## src/rtl/opcode_issue.sv

```systemverilog
// Opcode-issue controller: buffers fetched opcode bytes and hands one to the microcode
// sequencer per micro-program boundary, with kill flushing and boundary-aligned mode switches.
module opcode_issue #(
    parameter int DEPTH         = 4,
    parameter int FLUSH_CYCLES  = 2,
    parameter bit JS_MODE_RESET = 1'b0
) (
    input  logic        clk,
    input  logic        rst,
    input  logic        fetch_valid,
    input  logic [7:0]  fetch_opcode,
    output logic        fetch_ready,
    input  logic        mode_req_valid,
    input  logic        mode_req_js,
    output logic        mode_busy,
    input  logic        mc__more_2a,
    input  logic        be_stall,
    input  logic        kill_4a,
    output logic [7:0]  opcode,
    output logic        js_mode,
    output logic        mc__stall,
    output logic [15:0] issued_count
);

    localparam int AW = $clog2(DEPTH);
    localparam int CW = AW + 1;
    localparam int FW = $clog2(FLUSH_CYCLES + 1);

    typedef enum logic [1:0] {
        ST_RUN   = 2'b00,
        ST_FLUSH = 2'b01
    } state_t;

    state_t          r_state;
    logic [7:0]      r_mem [DEPTH];
    logic [AW-1:0]   r_wptr;
    logic [AW-1:0]   r_rptr;
    logic [CW-1:0]   r_count;
    logic [FW-1:0]   r_flushCnt;
    logic            r_modePending;
    logic            r_modeReq;
    logic            r_jsMode;
    logic [15:0]     r_issued;

    logic w_boundary;
    logic w_empty;
    logic w_full;
    logic w_isRun;
    logic w_isFlush;
    logic w_stall;
    logic w_ready;
    logic w_push;
    logic w_consume;
    logic w_modeApply;

    assign w_boundary  = !mc__more_2a;
    assign w_empty     = (r_count == '0);
    assign w_full      = (r_count == CW'(DEPTH));
    assign w_isRun     = (r_state == ST_RUN);
    assign w_isFlush   = (r_state == ST_FLUSH);
    // A pending mode switch holds the boundary so the next opcode decodes under the new mode.
    assign w_stall     = be_stall | w_isFlush | (w_boundary & w_empty) | (w_boundary & r_modePending);
    assign w_ready     = !w_full & w_isRun & !kill_4a;
    assign w_push      = fetch_valid & w_ready;
    assign w_consume   = w_boundary & !w_stall & !kill_4a & w_isRun;
    assign w_modeApply = r_modePending & w_boundary & w_isRun & !kill_4a & !be_stall;

    assign fetch_ready  = w_ready;
    assign mc__stall    = w_stall;
    assign mode_busy    = r_modePending;
    assign js_mode      = r_jsMode;
    assign issued_count = r_issued;
    assign opcode       = w_empty ? 8'h00 : r_mem[r_rptr];

    always_ff @(posedge clk) begin
        if (w_push) begin
            r_mem[r_wptr] <= fetch_opcode;
        end
    end

    always_ff @(posedge clk) begin
        if (rst) begin
            r_state       <= ST_RUN;
            r_wptr        <= '0;
            r_rptr        <= '0;
            r_count       <= '0;
            r_flushCnt    <= '0;
            r_modePending <= 1'b0;
            r_modeReq     <= 1'b0;
            r_jsMode      <= JS_MODE_RESET;
            r_issued      <= 16'h0000;
        end else begin
            if (kill_4a) begin
                r_state    <= ST_FLUSH;
                r_flushCnt <= FW'(FLUSH_CYCLES);
                r_wptr     <= '0;
                r_rptr     <= '0;
                r_count    <= '0;
            end else begin
                case (r_state)
                    ST_RUN: begin
                        if (w_push) begin
                            r_wptr <= r_wptr + 1'b1;
                        end
                        if (w_consume) begin
                            r_rptr <= r_rptr + 1'b1;
                        end
                        if (w_push && !w_consume) begin
                            r_count <= r_count + 1'b1;
                        end else if (!w_push && w_consume) begin
                            r_count <= r_count - 1'b1;
                        end
                    end
                    ST_FLUSH: begin
                        if (r_flushCnt <= FW'(1)) begin
                            r_state <= ST_RUN;
                        end
                        if (r_flushCnt != '0) begin
                            r_flushCnt <= r_flushCnt - 1'b1;
                        end
                    end
                    default: begin
                        r_state <= ST_RUN;
                    end
                endcase
            end

            if (w_consume) begin
                r_issued <= r_issued + 16'd1;
            end

            // A request arriving on the apply cycle stays pending for the following boundary.
            if (w_modeApply) begin
                r_jsMode      <= r_modeReq;
                r_modePending <= 1'b0;
            end
            if (mode_req_valid) begin
                r_modeReq     <= mode_req_js;
                r_modePending <= 1'b1;
            end
        end
    end

endmodule

```

## config.mk

```make
export PLATFORM = sky130hd
export DESIGN_NAME = opcode_issue
export DESIGN_NICKNAME = d
export VERILOG_FILES = /design/src/rtl/opcode_issue.sv
export SDC_FILE = /design/constraint.sdc
export NUM_CORES = 1
export LEC_CHECK = 0
export ABC_AREA = 1
export CAP_MARGIN = 15
export CORE_MARGIN = 3
export CORE_UTILIZATION = 30
export CTS_CLUSTER_DIAMETER = 40
export CTS_CLUSTER_SIZE = 12
export DETAILED_ROUTE_END_ITERATION = 16
export HOLD_SLACK_MARGIN = 0.15
export PLACE_DENSITY = 0.56
export SYNTH_ARGS = -nofsm -noshare
export SYNTH_HDL_FRONTEND = slang
export SYNTH_SLANG_ARGS = --single-unit
```

## constraint.sdc

```tcl
create_clock -name clk -period 2.3 [get_ports clk]
set_input_delay 0.46 -clock clk [delete_from_list [all_inputs] [get_ports clk]]
set_output_delay 0.46 -clock clk [all_outputs]
set_load 0.02 [all_outputs]
```

Yosys cells after proc, flatten, opt, wreduce, memory -nomap -nowiden
Memories as Yosys holds them, arrays and structs flattened. A register that Yosys moved wholly into a read port is not among the register bits.
Index checks and enable logic that the tools add are counted.
{"block": "word_totals", "ff_bits": 30, "ramBits": 32, "output_inout_bits": 28, "elab_cells": 78, "n_memories": 1}
{"name": "r_mem", "words": 4, "width": 8, "read_ports": 1, "rd_clocked_by_memory_dff": 1, "wr": 1, "line_no": "35", "source": "logic [7:0] r_mem [DEPTH];"}
{"block": "classes", "n_addsub": 6, "n_lt_le_gt_ge": 1, "n_eq_ne": 5, "n_mux": 15, "bitwise": 15, "reduce_logical": 24}
{"operator": "adder 16 x 1 -> 16 bit, second input constant", "n": 1}
{"operator": "AND reduction 2 bit", "n": 7}
{"operator": "2-to-1 mux 2 bit", "n": 6}
{"operator": "AND 1 bit", "n": 11}
{"operator": "nonzero test 2 bit", "n": 5}
{"operator": "2-to-1 mux 8 bit", "n": 1}
{"operator": "zero test 1 bit", "n": 7}
{"operator": "2-to-1 mux 3 bit", "n": 2}
{"operator": "2-to-1 mux 1 bit", "n": 5}
{"operator": "adder 2 x 1 -> 2 bit, second input constant", "n": 2}
{"operator": "case mux 2 bit (2 select lines)", "n": 1}
{"operator": "adder 3 x 1 -> 3 bit, second input constant", "n": 1}
{"operator": "== test 3 bit, second input constant", "n": 1}
{"operator": "zero test 3 bit", "n": 1}
{"operator": "!= test 3 x 2 -> 1 bit, second input constant", "n": 1}
{"operator": "bitwise OR 1 bit", "n": 3}
{"operator": "subtractor 3 x 1 -> 3 bit, second input constant", "n": 1}
{"operator": "== test 2 x 1 -> 1 bit, second input constant", "n": 1}
{"operator": "<= comparator 2 x 1 -> 1 bit, second input constant", "n": 1}
{"operator": "logical AND 1 bit", "n": 2}
{"operator": "zero test 2 bit", "n": 1}
{"operator": "!= test 2 x 1 -> 1 bit, second input constant", "n": 1}
{"operator": "!= test 2 bit, second input constant", "n": 1}
{"operator": "OR reduction 2 bit", "n": 1}
{"operator": "2 further kinds", "n": 2}

Depth between registers and ports, before layout
{"block": "logic_depth", "depth_word": 12, "depth_mapped": 12}

Least setup slack after synthesis
OpenSTA, ideal clock, no wires.
{"block": "synth_timing", "kind": "in2reg", "start": "input port kill_4a", "end": "register r_count[2]", "setup_ns": 0.122, "arrival_time_ns": 2.272, "path_slack_ns": -0.094, "stages": 12, "path_cell_list": "inv_2 nand2_2 a21oi_1 nand2_1 inv_1 ha_1 inv_1 fa_1 a21oi_1 o21ai_0 o21ai_0 a21oi_1"}
{"block": "synth_via", "elab_chain_cells": 7, "word_cells_on_any_way": 13}
{"element": "from (decl)", "line_no": "18", "source": "input logic kill_4a,"}
{"element": "zero test 1 bit *", "line_no": "63", "source": "assign w_ready = !w_full & w_isRun & !kill_4a;"}
{"element": "AND 1 bit *", "line_no": "63"}
{"element": "net fetch_ready", "line_no": "12", "source": "output logic fetch_ready,"}
{"element": "AND 1 bit *", "line_no": "64", "source": "assign w_push = fetch_valid & w_ready;"}
{"element": "zero test 1 bit", "line_no": "110", "source": "end else if (!w_push && w_consume) begin"}
{"element": "logical AND 1 bit", "line_no": "110"}
{"element": "nonzero test 2 bit (no source line)"}
{"element": "AND reduction 2 bit (no source line)"}
{"element": "to (signal assigned)", "line_no": "109", "source": "r_count <= r_count + 1'b1;"}
{"element": "to (signal assigned)", "line_no": "111", "source": "r_count <= r_count - 1'b1;"}
{"element": "to (decl)", "line_no": "38", "source": "logic [CW-1:0] r_count;"}
The timed path passes the listed nets; every way through them passes the cells marked *.
A chain may end at the register's enable or synchronous reset.

Final worst setup path
{"block": "layout_timing", "start": "input port kill_4a", "end": "output port fetch_ready"}
{"block": "layout_via", "elab_chain_cells": 2}
{"element": "zero test 1 bit", "line_no": "63"}
{"element": "AND 1 bit", "line_no": "63"}
{"element": "to (decl)", "line_no": "12"}
No other way between the ends.

==> impl_metrics.json <==
{
  "run_status": "completed",
  "grt_util_all_layers_pct": 12.18,
  "clk_path_buf_depth": 2,
  "post-synth-top-area-cell": "edfxtp_1",
  "slew-limit-headroom_pct": 74.12,
  "layout.cells.most_common": "nor2_1",
  "ios": 44,
  "fill_cells": 931,
  "routed_length_per_placed_instance_microns": 12.08,
  "place.gp.congestion": 0.7684,
  "critical_path.most_common_cell": "buf_4",
  "power.density_cell_area_nw_per_um2": 652.3,
  "layout.nets": 409,
  "post_synth_xor_area_fraction_pct": 0.9296,
  "postLayoutCoreUtil_pct": 41.57,
  "finalCriticalPeriod_ns": 2.173,
  "grt.overflow.total": 0,
  "sequentialPowerShare_pct": 49.9,
  "drtIter0Drc": 72,
  "tightestPinTransition_ns": 0.3873,
  "worst-path-max-fanout": 3,
  "post-place-cells": 482,
  "rsz0062_at_grt": "false",
  "start_util_pct": 31.64,
  "drtAntennaViolNets": 0,
  "instances_no_fill": 499,
  "final-hold-violation-count": 0,
  "swShare_pct": 22.04,
  "floorplan.rows": 34,
  "fp.dieArea_sq_um": 10620,
  "p_leak_nw": 1.425,
  "maximum_number_of_pins_on_one_net_before_global_route_repair": 17,
  "yosysWarningCount": 0,
  "crit_path_max_incr_delay_ns": 0.49,
  "cp-end-kind": "output port",
  "synth-compound-area-share_pct": 10.85,
  "max_cap_violations": 0,
  "detail_route.drc_violations": 0,
  "synth_top_area_share_pct": 34.00,
  "min_period_over_period_pct": 94.48,
  "highest_count_cells_in_the_layout_ignoring_fill_and_taps": "74 x nor2_1, 41 x nand2_1, 33 x clkdlybuf4s50_1",
  "setup_violations": 0,
  "post_synth_main_area_contributors": "edfxtp_1 34%, dfxtp_1 22%, nor2_1 9.8%",
  "drt_wl_total_mm": 6.030,
  "dieWidth_microns": 103.1,
  "max_clock_freq_ghz": 0.4602,
  "critical_path_arrival_ns": 1.71,
  "setup.worst_path.start_class": "input port",
  "synth_area_sq_um": 2826,
  "tritoncts": "yes",
  "clock_insertion_delay_worst_skew_ns": 0.33,
  "route.vias.total": 2263,
  "layout-area-overhead-vs-synth_pct": 31.39,
  "grt_pass1_wl_mm": 9.977,
  "path_clk_slew_ns": 0.07,
  "drt-vias-per-instance": 4.535,
  "cp_cell_sequence": "clkdlybuf4s50_1 > inv_2 > nand2_2 > a21oi_2 > buf_4 > buf_4 > dlygate4sd2_1",
  "maxSlewViolCount": 0,
  "antenna_cells_inserted": 0,
  "grt_pass1_vias": 2155,
  "port_buffers": 43,
  "coreArea_sq_um": 8934,
  "synthCells": 317,
  "ys_types": 28,
  "place_hpwl_mm": 4.205,
  "cts-buffers-inserted": 9,
  "cts-htree-levels": 3,
  "skew_ns": 0.008927,
  "post_synth_net_total": 340,
  "timing.setup.critical_path_class": "input port to output port",
  "crit_required_ns": 1.84,
  "synth_adder_area_share_pct": 3.364,
  "cellInternalPower_mw": 1.888,
  "ys_ff_latch": 63,
  "ir_worst_vdd_v": 0.0002846,
  "drive_gt1_share_pct": 15.86,
  "die-height_microns": 103.1,
  "synth-seq-area-share_pct": 55.95,
  "p_switching_uw": 533.8,
  "synth_simple_gate_area_share_pct": 22.80,
  "p_clk_share_pct": 41.9,
  "hold_path_class": "flip-flop to flip-flop",
  "clock_sink_count": 63,
  "drt_first_pass_iters": 5,
  "clockRootBuffer": "clkbuf_8",
  "hold_slack_ns": 0.4470,
  "mux_cell_area_share_after_synthesis_pct": 0,
  "number_of_antenna_violations_at_the_first_check_in_global_routing": 0,
  "comb_power_share_pct": 8.2,
  "report.power.total_mw": 2.422,
  "main_combinational_cell_family_by_area_after_synthesis": "simple AND/OR/NAND/NOR gates",
  "worst_path_max_delay_cell": "clkdlybuf4s50_1",
  "synthesis.area_per_instance_sq_um": 8.916
}
==> worst max-delay path, delay by kind of cell <==
kind / cells / cell delay (ns)
AO/OA/AOI/OAI: 1 / 0.05
buffers and inverters: 5 / 1.11
AND/OR/NAND/NOR: 1 / 0.11
==> metal layers <==
metal / wire length [microns] / vias to the layer above / global-route usage [%]
met3: 331 / 9 / 4.060
met5: 0 / - / 0
met1: 2823 / 1024 / 15.70
met2: 2812 / 58 / 19.59
li1: - / 1172 / -
met4: 63 / 0 / 3.386
==> timing repair <==
action / CTS / global route
endpoints found under the hold margin: 0 / 0
setup endpoints to repair: 10 / 2
gates resized for setup: 11 / 3
hold buffers: 0 / 0
setup buffers: 0 / 1
==> cell families (layout without fill, tap and decap cells) <==
logic type / after synthesis / count (layout)
and+or+nand+nor: 146 / 146
DFF: 63 / 63
AOI/OAI and AO/OA: 56 / 56
buffers and inverters: 42 / 116
adders and majority gates: 7 / 7
xor gates and xnor gates: 3 / 3
==> power groups by stage <==
stage               Sequential, mW  Clock [mW]  Combinational, mW
floorplan                     1.24           0              0.101
global placement              1.23           0              0.202
detailed placement            1.23           0              0.206
CTS                           1.21        1.04              0.198
global route                  1.21        1.11              0.222
finish                        1.21        1.01              0.198
==> per-stage QoR <==
| stage | instance area (sq um) | TNS [ns] | setup WS (ns) |
|---|---|---|---|
| floorplan | 2830 | 0 | 0.09535 |
| global placement | 3512 | -0.2614 | -0.1454 |
| detailed placement | 3512 | -0.3826 | -0.2124 |
| CTS | 3705 | 0 | 0.1485 |
| global route | 3714 | 0 | 0.001215 |
| finish | 3714 | 0 | 0.1270 |
==> final timing paths <==
path                                  from  slack, ns     endpoint  depth (start not counted)
worst max-delay path               kill_4a       0.13  fetch_ready                          7
worst min-delay path               js_mode       0.45      js_mode                          2
worst max register to register  r_count[0]       0.35   r_count[2]                         10
worst min register to register     js_mode       0.45      js_mode                          2
==> synth_stat cells <==
cell       n
a31oi_1    1
o21ai_0   26
o21ai_1    1
ha_1       6
xnor2_1    1
xor2_1     2
fa_1       1
nand3_2    1
nand3_4    1
nor2_1    74
nand2_1   41
buf_1      1
nor2_4     4
edfxtp_1  32
nor2_2     4
clkbuf_1   2
a21oi_1   21
inv_1     31
inv_2      4
buf_8      1
buf_2      3
a21boi_0   1
nor3_1     2
nand3_1   12
nand3b_1   1
nand2_2    6
a21oi_2    6
dfxtp_1   31
==> area by class of cell <==
class / count / area (sq um) / share of cell area, %
repair buffers: 65 / 584.3 / 15.73
clock inverters: 5 / 72.57 / 1.954
inverters: 35 / 131.4 / 3.538
clock buffers: 11 / 131.4 / 3.538
multi-input cells: 212 / 1076 / 28.98
well taps: 108 / 135.1 / 3.639
flip-flops and latches: 63 / 1583 / 42.62
==> state kept, by name (all words and copies together) (netlist names), named ones only <==
register / cells
r_wptr: 2
issued_count: 16
r_flushCnt: 2
r_count: 3
r_rptr: 2
mode_busy: 1
r_state: 1
r_mem: 32
r_modeReq: 1
js_mode: 1
Power figures use the tool's default switching activity.
